--- config.mk ---
export PLATFORM = sky130hd
export DESIGN_NAME = fp16_mult_arbiter_flat
export DESIGN_NICKNAME = d
export VERILOG_FILES = /design/src/rtl/fp16_mult_arbiter_if.sv /design/src/rtl/fp16_mult_arbiter.sv /design/src/flat_wrapper.sv
export SDC_FILE = /design/constraint.sdc
export NUM_CORES = 1
export LEC_CHECK = 0
export ABC_AREA = 1
export CORE_MARGIN = 2
export CORE_UTILIZATION = 25
export DETAILED_ROUTE_END_ITERATION = 8
export PLACE_DENSITY = 0.6
export SLEW_MARGIN = 15
export SYNTH_ARGS = -nofsm -noshare
export SYNTH_HDL_FRONTEND = slang
export SYNTH_SLANG_ARGS = --single-unit
--- constraint.sdc ---
create_clock -name clk -period 2.25 [get_ports clk]
set_input_delay 0.225 -clock clk [delete_from_list [all_inputs] [get_ports clk]]
set_output_delay 0.225 -clock clk [all_outputs]
set_load 0.02 [all_outputs]
--- src/rtl/fp16_mult_arbiter_if.sv ---
// Requester-side bus of the shared FP16 multiplier: operand handshake plus response strobe.
// The master modport is the requester side and the slave modport is the arbiter side.
interface fp16_mult_arbiter_if #(
    parameter int NUM_REQ = 4
);
    logic [NUM_REQ-1:0]    req_valid;
    logic [NUM_REQ-1:0]    req_ready;
    logic [16*NUM_REQ-1:0] req_a;
    logic [16*NUM_REQ-1:0] req_b;
    logic [NUM_REQ-1:0]    resp_valid;
    logic [31:0]           resp_data;

    modport master (
        output req_valid, req_a, req_b,
        input  req_ready, resp_valid, resp_data
    );

    modport slave (
        input  req_valid, req_a, req_b,
        output req_ready, resp_valid, resp_data
    );
endinterface

--- src/rtl/fp16_mult_arbiter.sv ---
// Round-robin sharing of one fixed-latency fp16_mult between NUM_REQ requesters.
// A tag shift register follows each product through the IP and routes the result back to its issuer.
//
// state      | meaning
// -----------+-----------------------------------------------------------
// ST_ISSUE   | arbitration enabled, one operand pair per cycle at most
// ST_DRAIN   | no grants; waiting for every tracked product to emerge
// ST_DRAINED | pipeline empty, flush_done high until flush_req drops
module fp16_mult_arbiter #(
    parameter int  NUM_REQ      = 4,
    parameter int  MULT_LATENCY = 6,
    localparam int TAG_W        = $clog2(NUM_REQ)
) (
    input  logic               clk,
    input  logic               rst,
    fp16_mult_arbiter_if.slave req_if,
    output logic [15:0]        mult_a,
    output logic [15:0]        mult_b,
    input  logic [31:0]        mult_result,
    input  logic               mult_result_valid,
    input  logic               flush_req,
    output logic               flush_done,
    output logic               busy,
    output logic               err_desync
);
    localparam int DEPTH = MULT_LATENCY + 1;

    typedef enum logic [1:0] {
        ST_ISSUE,
        ST_DRAIN,
        ST_DRAINED
    } state_t;

    state_t                      state_q, state_d;
    logic [TAG_W-1:0]            rr_ptr_q, rr_ptr_d;
    logic [DEPTH-1:0]            slot_vld_q, slot_vld_d;
    logic [DEPTH-1:0][TAG_W-1:0] slot_tag_q, slot_tag_d;
    logic [15:0]                 mult_a_q, mult_a_d;
    logic [15:0]                 mult_b_q, mult_b_d;
    logic [NUM_REQ-1:0]          resp_valid_q, resp_valid_d;
    logic [31:0]                 resp_data_q, resp_data_d;
    logic                        err_desync_q, err_desync_d;

    logic                        arb_en;
    logic                        grant_any;
    logic [TAG_W-1:0]            grant_idx;
    logic                        xfer;

    // First asserted request at or after the pointer, wrapping.
    always_comb begin
        grant_any = 1'b0;
        grant_idx = '0;
        for (int k = 0; k < NUM_REQ; k++) begin
            if (!grant_any && req_if.req_valid[(int'(rr_ptr_q) + k) % NUM_REQ]) begin
                grant_any = 1'b1;
                grant_idx = TAG_W'((int'(rr_ptr_q) + k) % NUM_REQ);
            end
        end
    end

    assign arb_en           = (state_q == ST_ISSUE) && !flush_req && !rst;
    assign xfer             = arb_en && grant_any;
    assign req_if.req_ready = xfer ? (NUM_REQ'(1) << grant_idx) : '0;

    always_comb begin
        state_d      = state_q;
        rr_ptr_d     = rr_ptr_q;
        resp_valid_d = '0;
        resp_data_d  = resp_data_q;
        err_desync_d = err_desync_q;

        case (state_q)
            ST_ISSUE:   if (flush_req) state_d = ST_DRAIN;
            ST_DRAIN:   if (slot_vld_q == '0) state_d = ST_DRAINED;
            ST_DRAINED: if (!flush_req) state_d = ST_ISSUE;
            default:    state_d = ST_ISSUE;
        endcase

        if (xfer) begin
            rr_ptr_d = (grant_idx == TAG_W'(NUM_REQ - 1)) ? '0 : grant_idx + 1'b1;
        end

        // Idle cycles push zero operands so the IP never sees stale data.
        slot_vld_d = {slot_vld_q[DEPTH-2:0], xfer};
        slot_tag_d = {slot_tag_q[DEPTH-2:0], grant_idx};
        mult_a_d   = xfer ? req_if.req_a[16*grant_idx +: 16] : 16'h0000;
        mult_b_d   = xfer ? req_if.req_b[16*grant_idx +: 16] : 16'h0000;

        // Response is delivered even when the IP failed to flag it; the error is sticky.
        if (slot_vld_q[DEPTH-1]) begin
            resp_valid_d = NUM_REQ'(1) << slot_tag_q[DEPTH-1];
            resp_data_d  = mult_result;
            if (!mult_result_valid) err_desync_d = 1'b1;
        end
    end

    always_ff @(posedge clk) begin
        if (rst) begin
            state_q      <= ST_ISSUE;
            rr_ptr_q     <= '0;
            slot_vld_q   <= '0;
            slot_tag_q   <= '0;
            mult_a_q     <= '0;
            mult_b_q     <= '0;
            resp_valid_q <= '0;
            resp_data_q  <= '0;
            err_desync_q <= 1'b0;
        end else begin
            state_q      <= state_d;
            rr_ptr_q     <= rr_ptr_d;
            slot_vld_q   <= slot_vld_d;
            slot_tag_q   <= slot_tag_d;
            mult_a_q     <= mult_a_d;
            mult_b_q     <= mult_b_d;
            resp_valid_q <= resp_valid_d;
            resp_data_q  <= resp_data_d;
            err_desync_q <= err_desync_d;
        end
    end

    assign mult_a            = mult_a_q;
    assign mult_b            = mult_b_q;
    assign req_if.resp_valid = resp_valid_q;
    assign req_if.resp_data  = resp_data_q;
    assign flush_done        = (state_q == ST_DRAINED);
    assign busy              = !rst && ((slot_vld_q != '0) || xfer);
    assign err_desync        = err_desync_q;
endmodule
--- src/flat_wrapper.sv ---
// flat-port wrapper written by rule: the top's interface ports become plain ports
module fp16_mult_arbiter_flat 
#(
    parameter int  NUM_REQ      = 4,
    parameter int  MULT_LATENCY = 6,
    localparam int TAG_W        = $clog2(NUM_REQ)
)
  (clk, rst, mult_a, mult_b, mult_result, mult_result_valid, flush_req, flush_done, busy, err_desync, req_if_req_valid, req_if_req_a, req_if_req_b, req_if_req_ready, req_if_resp_valid, req_if_resp_data);
  fp16_mult_arbiter_if #(.NUM_REQ(NUM_REQ)) req_if_i ();
  input  logic clk;
  input  logic rst;
  output logic [15:0] mult_a;
  output logic [15:0] mult_b;
  input  logic [31:0] mult_result;
  input  logic mult_result_valid;
  input  logic flush_req;
  output logic flush_done;
  output logic busy;
  output logic err_desync;
  input wire logic [$bits(req_if_i.req_valid)-1:0] req_if_req_valid;
  input wire logic [$bits(req_if_i.req_a)-1:0] req_if_req_a;
  input wire logic [$bits(req_if_i.req_b)-1:0] req_if_req_b;
  output wire logic [$bits(req_if_i.req_ready)-1:0] req_if_req_ready;
  output wire logic [$bits(req_if_i.resp_valid)-1:0] req_if_resp_valid;
  output wire logic [$bits(req_if_i.resp_data)-1:0] req_if_resp_data;
  assign req_if_i.req_valid = req_if_req_valid;
  assign req_if_i.req_a = req_if_req_a;
  assign req_if_i.req_b = req_if_req_b;
  assign req_if_req_ready = req_if_i.req_ready;
  assign req_if_resp_valid = req_if_i.resp_valid;
  assign req_if_resp_data = req_if_i.resp_data;
  fp16_mult_arbiter #(.NUM_REQ(NUM_REQ), .MULT_LATENCY(MULT_LATENCY)) u_core (.clk(clk), .rst(rst), .req_if(req_if_i), .mult_a(mult_a), .mult_b(mult_b), .mult_result(mult_result), .mult_result_valid(mult_result_valid), .flush_req(flush_req), .flush_done(flush_done), .busy(busy), .err_desync(err_desync));
endmodule
### Yosys cells after proc, flatten, opt, wreduce, memory -nomap -nowiden

Index checks and enable logic that the tools add are counted.

| storage, ports and cells | value |
|---|---|
| logic and storage cells | 87 |
| register bits after elaboration | 94 |
| output and inout bits | 75 |
| bits of input ports | 168 |

| operators by class | value |
|---|---|
| $add $sub $neg | 4 |
| bitwise gates (word level) | 6 |
| magnitude comparators | 4 |
| eq/ne operators | 6 |
| mux-type cells | 25 |
| reduce and logical (&&, ||, !) cells | 23 |
| shift operators | 4 |

Operators with widths:

| operator | count |
|---|---|
| $shiftx 64x7->16 | 2 |
| $mux 2 | 8 |
| $lt 3x4->1 const B | 3 |
| $mux 1 | 11 |
| $reduce_or 2->1 | 5 |
| $bmux 1 s2 | 4 |
| $shl 1x2->4 const A | 2 |
| $logic_and 1x1->1 | 7 |
| $logic_not 7->1 | 1 |
| $reduce_bool 7->1 | 1 |
| $pmux 2 s3 | 1 |
| $logic_not 1->1 | 5 |
| $add 2x1->2 const B | 2 |
| $add 2x2->2 const B | 2 |
| $eq 2x2->1 const B | 2 |
| $mux 4 | 1 |
| $ne 2x2->1 const B | 2 |
| $and 1x1->1 const A | 3 |
| $lt 2x3->1 const B | 1 |
| $not 1->1 | 3 |
| $reduce_and 3->1 | 1 |
| $eq 2x1->1 const B | 1 |
| $logic_not 2->1 | 1 |
| $ne 2x1->1 const B | 1 |
| other kinds (2) | 2 |

### Logic depth before layout (Yosys ltp)

| depth | value |
|---|---|
| depth in word-level cells | 17 |
| depth in mapped cells | 15 |

### Least setup slack after synthesis

OpenSTA, ideal clock, no wires.

| path | value |
|---|---|
| path kind | flip-flop to output port |
| start | register u_core.rr_ptr_q[0] |
| end | output port req_if_req_ready[3] |
| data arrival time | 1.751 ns |
| buffers on the path | 2 |
| stages on the path, launching flop included | 13 |
| data required time | 2.025 ns |
| setup slack | 0.274 ns |
| cell sequence | dfxtp_1 > buf_6 > inv_6 > nand2_1 > nand3_1 > nand2_2 > nor2_4 > nand3_1 > nand3_4 > buf_4 > ha_1 > inv_1 > nor2_1 |

| between the ends | value |
|---|---|
| longest elaborated chain between the ends | 14 |

Ends and longest elaborated chain:

| item | line | source |
|---|---|---|
| start, declared | fp16_mult_arbiter.sv:35 | `logic [TAG_W-1:0] rr_ptr_q, rr_ptr_d;` |
| start signal, assigned | fp16_mult_arbiter.sv:110 | `rr_ptr_q <= rr_ptr_d;` |
| $add 2x1->2 / $bmux 1 s2 (equally long branches) | fp16_mult_arbiter.sv:54, fp16_mult_arbiter.sv:56 |  |
| $bmux 1 s2 / $mux 1 (equally long branches) | fp16_mult_arbiter.sv:54 | `if (!grant_any && req_if.req_valid[(int'(rr_ptr_q) + k) % NUM_REQ]) begin` |
| $mux 1 (not written as such) | fp16_mult_arbiter.sv:54 |  |
| $mux 1 (not written as such) / $logic_not 1->1 (equally long branches) | fp16_mult_arbiter.sv:54 |  |
| $logic_and 1x1->1 | fp16_mult_arbiter.sv:54 |  |
| $mux 1 | fp16_mult_arbiter.sv:54 |  |
| $logic_not 1->1 | fp16_mult_arbiter.sv:54 |  |
| $logic_and 1x1->1 | fp16_mult_arbiter.sv:54 |  |
| $mux 1 | fp16_mult_arbiter.sv:54 |  |
| $logic_not 1->1 | fp16_mult_arbiter.sv:54 |  |
| $logic_and 1x1->1 | fp16_mult_arbiter.sv:54 |  |
| $mux 2 / $mux 1 (equally long branches) | fp16_mult_arbiter.sv:54 |  |
| $shl 1x2->4 / $logic_and 1x1->1 (equally long branches) | fp16_mult_arbiter.sv:63, fp16_mult_arbiter.sv:62 |  |
| $mux 4 * | fp16_mult_arbiter.sv:63 | `assign req_if.req_ready = xfer ? (NUM_REQ'(1) << grant_idx) : '0;` |
| end, declared | flat_wrapper.sv:23 | `output wire logic [$bits(req_if_i.req_ready)-1:0] req_if_req_ready;` |

Mark *: on every way between the ends. The rest lies on a longest branch, timed or not. The select of a mux whose other input is x is not followed.

### Final worst setup path

Ends and elaborated chain as after synthesis.

==> impl_metrics.json <==
{
  "status": "completed",
  "synth_top_cell_area_share": 0.389,
  "pin_count": 243,
  "clockBufferDepth": 2,
  "place.gp.congestion": 0.766,
  "cts_hold_buf": 0,
  "rrSetupSlack_ns": 0.08,
  "antenna_found_initial": 1,
  "grt_pass1_wl_um": 24600,
  "clock_latency_ns": 0.34,
  "avgSynthCellArea_sq_um": 6.62,
  "grtUsageTotal": 0.152,
  "place_hpwl_um": 11400,
  "cts_tree": "built",
  "fin_crit_ns": 2.22,
  "viasPerCell": 4.32,
  "seqCellArea_sq_um": 1890,
  "syn-num-nets": 900,
  "antenna_left": 0,
  "ys_ff_latch": 94,
  "crit_required_ns": 2.03,
  "route.detailed.drc": 0,
  "dpl-instance-area_sq_um": 7480,
  "r2r-start": "u_core.rr_ptr_q[0]",
  "maxCapViolCount": 0,
  "synth_cells": 731,
  "fp.dieH_um": 143,
  "yosys-top-cells-area": "dfxtp_1, inv_1, nand4_1",
  "cp-endpoint": "req_if_req_ready[3]",
  "fillers": 1996,
  "drive_gt1_frac": 0.0929,
  "portBuffers": 242,
  "die_area_sq_um": 20500,
  "drv_slew": 0,
  "p_total_w": 0.00794,
  "cp_max_fo": 9,
  "r2r_cells": 12,
  "start_util": 0.257,
  "pre_cts_slack_ns": -0.342,
  "cp-start-kind": "register",
  "clock-sinks": 94,
  "drt-initial-drc-count": 204,
  "fmax_ghz": 0.450,
  "cts-root-buf": "clkbuf_16",
  "grt_start_max_net_pins": 65,
  "antennaDiodeCount": 0,
  "worst_slew_pin_slew_ns": 0.714,
  "ys.flop_type": "dfxtp_1",
  "setup_violations": 0,
  "syn_area_sq_um": 4840,
  "die_x_um": 143,
  "area_delta_synth_final_pct": 63.1,
  "ys_types": 26,
  "async_flop_share": 0,
  "hp-class": "reg -> reg",
  "post-route-cell-area_sq_um": 7890,
  "nets": 1133,
  "ys_warn_count": 0,
  "cp_slowest_cell": "dfxtp_4",
  "wl_per_cell_um": 13.1,
  "dr.pass1.iters": 4,
  "yosys.area.top_type": "dfxtp_1",
  "synthTopCellsByCount": "inv_1, nor2_1, nand2_1",
  "startpoint": "u_core.rr_ptr_q[0]",
  "grt_pass1_vias": 4913,
  "routed_wl_um": 16100,
  "critPathCaptureType": "primary output",
  "hold_viol": 0,
  "fin_crit_sh": 0.987,
  "vias": 5314,
  "arrival_ns": 2.00,
  "worst_hold_slack_ns": 0.391,
  "fin_worst_skew_ns": 0.00989,
  "powerDensity_nw_per_um2": 1010,
  "setup_tns_ns": 0,
  "floorplan.rows": 50,
  "ys_seq_area_frac": 0.389,
  "peakVddDrop_uv": 593,
  "p_leak_nw": 3.69,
  "min_from": "u_core.slot_tag_d[11]",
  "crit_type": "reg -> out",
  "path_cells": "buf_12, inv_8, nand2_2, nand3_2, nand2_2, nor2_4, nand3_4, nand3_4, inv_1, ha_1, inv_1, nor2_1, buf_4",
  "cts_buffers": 9,
  "worst_slack_ns": 0.0282,
  "synth_edf_count": 0,
  "synth.most_common_cell": "inv_1",
  "clk_pin_slew_worst_paths_ns": 0.07,
  "slowest_delay_ns": 0.36,
  "h-tree-depth": 3,
  "coreArea_sq_um": 18800,
  "grt.overflow.total": 0,
  "rsz0062_at_grt": "yes",
  "multi_input_area_sq_um": 2080,
  "r2r_end": "u_core.mult_a[15]",
  "relSlewSlack": 0.524
}
-- report_power, final --
part           internal, W  switching (W)  total, W
registers          0.00191      0.0000803   0.00199
clock network     0.000778       0.000737   0.00151
logic              0.00174        0.00270   0.00443
-- per-stage QoR --
| stage | utilization | instances |
|---|---|---|
| floorplan | - | 731 |
| global placement | 0.397 | 1209 |
| detailed placement | 0.397 | 1209 |
| CTS | 0.412 | 1225 |
| global route | 0.419 | 1229 |
| finish | 0.419 | 1229 |
-- kinds of logic after synthesis --
kind of cell | Yosys count | synth area share
compound gates | 69 | 0.0719
fa+ha+maj | 1 | 0.00259
buf+inv | 215 | 0.195
flops | 94 | 0.389
simple gates | 352 | 0.342
-- area by class of cell --
type / instances / share of cell area
clock buffer: 9 / 0.0285
clock inverter: 7 / 0.00856
inverter: 164 / 0.0790
multi-input combinational: 422 / 0.264
sequential: 94 / 0.239
tap: 260 / 0.0412
timing repair buffer: 273 / 0.340
-- worst min path at each step --
stage	to	slack (ns)	depth (start not counted)
final	u_core.slot_tag_d[13]	0.39	2
after global routing	u_core.slot_tag_d[13]	0.41	2
after CTS	u_core.slot_tag_d[13]	0.40	2
after detailed placement	u_core.slot_tag_d[4]	0.39	2
after global placement	u_core.slot_tag_d[4]	0.39	2
after floorplan	u_core.err_desync	0.30	1
-- metal layers --
metal / global-route usage / routed length (um) / vias to the layer above
met2: 0.259 / 7590 / 205
met4: 0.0459 / 178 / 0
li1: - / - / 2745
met1: 0.172 / 6450 / 2353
met5: 0 / 0 / -
met3: 0.0684 / 1910 / 11
-- what timing repair did --
| item | 4_1_cts | 5_1_grt |
|---|---|---|
| setup endpoints to repair | 5 | 37 |
| hold endpoints to repair | 0 | 0 |
| pin swaps | 1 | 7 |
| buffers inserted | 0 | 3 |
| resized for setup | 26 | 29 |
| gates cloned | 0 | 1 |
-- sequential cells by signal, summed over array words and instances (netlist names) --
signal / flops
u_core.rr_ptr_q: 2
u_core.slot_tag_q: 2
u_core.mult_a: 16
u_core.err_desync: 1
u_core.req_if.resp_valid: 4
u_core.req_if.resp_data: 32
u_core.slot_vld_q: 7
u_core.slot_tag_d: 12
u_core.state_q: 2
u_core.mult_b: 16
-- cell usage in the layout, fill, tap and decap left out, drive strengths merged --
cell type and n:
o22ai 1, nand4 65, a21oi 33, nand3b 1, or2 1, nand3 75
nand2 106, nor3 1, nor2 102, clkdlybuf4s50 237, buf 35, inv 167
dfxtp 94, nor4 1, clkinv 4, a31oi 1, o21ai 34, clkbuf 10
ha 1
-- worst max-delay path: cells and delay by family, from the launching register on --
| family | cells | cell delay [ns] |
|---|---|---|
| adder cells (fa/ha/maj) | 1 | 0.18 |
| buffers and inverters | 5 | 0.45 |
| flip-flops | 1 | 0.36 |
| AND/OR/NAND/NOR | 7 | 0.65 |
No activity file was read; power rests on OpenSTA's default activity.
